### src/rtl/uart_rx.sv
// UART receiver: 8N1 frames sampled mid-bit using an OVS-times oversampling baud tick.
// A held-low line after a bad stop bit is reported once, then ignored until it goes high.
module uart_rx #(
  parameter int OVS = 16
) (
  input  logic       clk,
  input  logic       rst,
  input  logic       baud_tick,
  input  logic       rx,
  output logic [7:0] rx_data,
  output logic       rx_done,
  output logic       frame_err,
  output logic       rx_busy
);

  // state     | meaning
  // IDLE      | line idle, waiting for a falling edge on rx_s
  // START     | timing to the middle of the start bit to reject glitches
  // DATA      | sampling 8 data bits, LSB first, one per OVS ticks
  // STOP      | sampling the stop bit
  // WAIT_HIGH | bad stop bit seen, waiting for the line to return high
  localparam logic [2:0] IDLE      = 3'd0;
  localparam logic [2:0] START     = 3'd1;
  localparam logic [2:0] DATA      = 3'd2;
  localparam logic [2:0] STOP      = 3'd3;
  localparam logic [2:0] WAIT_HIGH = 3'd4;

  localparam logic [3:0] TICK_MID  = 4'(OVS / 2 - 1);
  localparam logic [3:0] TICK_LAST = 4'(OVS - 1);

  logic [2:0] state;
  logic [3:0] tick_cnt;
  logic [2:0] bit_cnt;
  logic [7:0] shift_reg;
  logic       rx_meta;
  logic       rx_s;

  always_ff @(posedge clk or negedge rst) begin
    if (!rst) begin
      rx_meta <= 1'b1;
      rx_s    <= 1'b1;
    end else begin
      rx_meta <= rx;
      rx_s    <= rx_meta;
    end
  end

  always_ff @(posedge clk or negedge rst) begin
    if (!rst) begin
      state     <= IDLE;
      tick_cnt  <= 4'd0;
      bit_cnt   <= 3'd0;
      shift_reg <= 8'h00;
      rx_data   <= 8'h00;
      rx_done   <= 1'b0;
      frame_err <= 1'b0;
    end else begin
      rx_done   <= 1'b0;
      frame_err <= 1'b0;
      case (state)
        IDLE: begin
          if (!rx_s) begin
            state    <= START;
            tick_cnt <= 4'd0;
          end
        end
        START: begin
          if (baud_tick) begin
            if (tick_cnt == TICK_MID) begin
              if (rx_s) begin
                state <= IDLE;
              end else begin
                state    <= DATA;
                tick_cnt <= 4'd0;
                bit_cnt  <= 3'd0;
              end
            end else begin
              tick_cnt <= tick_cnt + 4'd1;
            end
          end
        end
        DATA: begin
          if (baud_tick) begin
            if (tick_cnt == TICK_LAST) begin
              tick_cnt  <= 4'd0;
              shift_reg <= {rx_s, shift_reg[7:1]};
              bit_cnt   <= bit_cnt + 3'd1;
              if (bit_cnt == 3'd7) state <= STOP;
            end else begin
              tick_cnt <= tick_cnt + 4'd1;
            end
          end
        end
        STOP: begin
          if (baud_tick) begin
            if (tick_cnt == TICK_LAST) begin
              tick_cnt <= 4'd0;
              if (rx_s) begin
                rx_data <= shift_reg;
                rx_done <= 1'b1;
                state   <= IDLE;
              end else begin
                frame_err <= 1'b1;
                state     <= WAIT_HIGH;
              end
            end else begin
              tick_cnt <= tick_cnt + 4'd1;
            end
          end
        end
        WAIT_HIGH: begin
          if (rx_s) state <= IDLE;
        end
        default: state <= IDLE;
      endcase
    end
  end

  assign rx_busy = (state != IDLE);

endmodule

### config.mk
export PLATFORM = sky130hd
export DESIGN_NAME = uart_rx
export DESIGN_NICKNAME = d
export VERILOG_FILES = /design/src/rtl/uart_rx.sv
export SDC_FILE = /design/constraint.sdc
export NUM_CORES = 1
export LEC_CHECK = 0
export BUFFER_PORTS_ARGS = -buffer_cell sky130_fd_sc_hd__buf_4
export CAP_MARGIN = 30
export CORE_AREA = 4 4 64 66
export CTS_BUF_LIST = sky130_fd_sc_hd__clkbuf_16
export DETAILED_ROUTE_END_ITERATION = 8
export DIE_AREA = 0 0 68 70
export PLACE_DENSITY = 0.68
export SYNTH_ARGS = -nofsm -noshare
export SYNTH_HDL_FRONTEND = slang
export SYNTH_SLANG_ARGS = --single-unit
### constraint.sdc
create_clock -name clk -period 1.7 [get_ports clk]
set_input_delay 0.51 -clock clk [delete_from_list [all_inputs] [get_ports clk]]
set_output_delay 0.51 -clock clk [all_outputs]
set_load 0.01 [all_outputs]
==> reports/results.ini <==
[hold_path]
hp-class=in -> async

[die]
die_h_um=70
pin_count=15
die_area_mm2=0.00476
initial_core_util_pct=39.7
std_cell_rows=22
die_x_um=68
core_mm2=0.00358

[power]
p_leak_nw=0.898
switching_share_pct=33.3
power_frac_comb_pct=39.0
power.share.clock_pct=26.6
power.ir.vdd_worst_uv=625
power_switching_mw=1.01
power_frac_seq_pct=34.4
p_per_area_mw_per_mm2=1650
cellInternalPower_mw=2.03

[synth]
syn_area_per_cell_um2=11.8
syn_inst=120
synth_top_area_cell=dfrtp_1
synth_seq_cells=30
netlist_top_cells_count=dfrtp_1, mux2_2, nand2_1
synth_area_mm2=0.00142
synth_top_cell_area_share_pct=49.4
yosysSeqAreaShare_pct=53.1
synthArstFlopShare_pct=100
synth.net_count=127
synth_ff_type=dfrtp_1
yosys_warnings=0
synth_cell_types=37
ys_top_cells_by_area=dfrtp_1, mux2_2, dfstp_2
synth_edf_count=0
yosysMostFrequentCell=dfrtp_1

[cts]
clock_latency_ps=270
cts_tree=yes
cts-hold-fix-buffers=0
clockBufferDepth=2
clk_pin_slew_worst_paths_ps=50
cts-root-buf=clkbuf_16
cts_buffers=5
cts_num_sinks=30
h-tree-depth=2

[timing]
setup_viol=1
worst_pin_slew_ps=374
max_freq_mhz=581
fin_worst_skew_ps=3.78
period_needed_ps=1720
finalSetupTns_ps=-21.3
hold_viol_final=0
finalCritPeriodShare_pct=101
fin_ws_ps=-21.3
max_slew_margin_pct=75.1
rsz0062_at_grt=yes
maxSlewViolCount=0

[placement]
numPortBuffers=14
placedCellCount=190
hpwl_um=2050
place_congestion=0.926

[route]
drt-initial-drc-count=70
firstDrtPassIters=4
vias_per_cell=5.28
remaining_drc_errors=0
wire_per_inst_um=14.8
wirelength_um=2970
ant_nets=0
dr_total_vias=1056

[global_routing]
grt_first_pass_wirelength_um=5260
grt_overflow=0
grt_start_max_net_pins=31
grtUsageTotal_pct=14.7
grt_antenna_before_repair=0
first_global_vias=1108

[flow_run]
max_cap_violations=0

[cells_and_area]
final_layout_size_suffix_gt1_share_pct=42.1
num-fill-cells=328
final_cells=200
register_area_um2=753
diodes=0
multi_input_area_um2=641
fin_nets=158
area_growth_pct=30.4

[run_status]
status=complete, but fails checks
violations=setup timing

[critical_path]
path_max_fanout=2
cp.required_ps=1190
cp.arrival_ps=1210
worst_setup_path_end_kind=primary output
startpoint_type=register
path_class=reg -> out

## worst max-delay path: stages (launching register included)
cell     delay [ps]
dfrtp_1         380
buf_6           120
or3_4           320
buf_6           130
## path summary, 6_finish.rpt
check | startpoint | to | slack [ps] | cells past startpoint
min in group clk | rx | rx_meta | 350 | 1
worst max register to register | tick_cnt[1] | bit_cnt[0] | 80 | 5
worst max-delay path | state[2] | rx_busy | -20 | 3
max in group asynchronous | rst | rx_s | 1230 | 1
worst min register to register | rx_meta | rx_s | 360 | 0
worst min-delay path | rst | frame_err | 150 | 1
## cell usage in the layout, fill, tap and decap left out, types with 2 or more instances in the layout
master,Yosys,final
a31oi_1,3,3
nand2_1,10,10
inv_1,8,9
clkbuf_16,0,5
buf_6,0,3
mux2_2,16,16
dfrtp_1,28,28
nor2_1,7,6
mux2i_1,2,2
o32ai_1,2,2
nand2b_1,4,4
a21oi_1,2,2
buf_4,0,26
o21ai_0,2,2
dfstp_2,2,2
ha_1,3,2
nand3_1,4,4
## power groups by stage
stage / sequential [mW] / clock (mW) / combinational, mW
after global placement: 1.04 / 0 / 1.02
final: 1.05 / 0.811 / 1.19
after CTS: 1.04 / 0.838 / 1.14
after global routing: 1.08 / 0.882 / 1.31
after detailed placement: 1.06 / 0 / 1.07
after floorplan: 1.02 / 0 / 0.742
## cell families after synthesis
family          after synthesis  synth area share, %
compound gates               19                 11.7
xor+xnor                      1                0.617
fa+ha+maj                     3                 2.65
buf+inv                      13                 3.79
flops                        30                 53.1
mux                          19                 15.2
simple gates                 35                 13.0
## final cells by class
type                            count  share of cell area [%]
Multi-Input combinational cell     77                    34.6
Clock inverter                      3                   0.676
Sequential cell                    30                    40.7
Timing Repair Buffer               29                    12.4
Inverter                            8                    1.62
Tap cell                           48                    3.25
Clock buffer                        5                    6.76
## layer usage
layer	global-route usage (%)	up-vias	wire [µm]
met5	0	-	0
met4	5.30	0	55
li1	-	484	-
met2	23.8	32	1560
met3	4.66	10	136
met1	17.8	530	1210
## what timing repair did
| item | 4_1_cts | 5_1_grt |
|---|---|---|
| endpoints found under the setup margin | 11 | 12 |
| pin swaps | 0 | 1 |
| endpoints found under the hold margin | 0 | 0 |
| buffers inserted | 2 | 0 |
| gates resized for setup | 5 | 4 |
| gates cloned | 0 | 0 |
## stage by stage
| step | total power, mW | hold WS, ps | util, % | setup slack, ps | instance area, µm² |
|---|---|---|---|---|---|
| 6_report | 3.05 | 152 | 51.7 | -21.3 | 1850 |
| 3_3_place_gp | 2.06 | 357 | 46.3 | 55.6 | 1660 |
| 4_1_cts | 3.02 | 169 | 51.2 | -30.2 | 1830 |
| 3_5_place_dp | 2.13 | 356 | 46.3 | -13.6 | 1660 |
| 5_1_grt | 3.28 | 192 | 51.7 | -54.6 | 1850 |
| 2_1_floorplan | 1.76 | 214 | - | 37.6 | 1420 |
No activity file was read; power rests on OpenSTA's default activity.
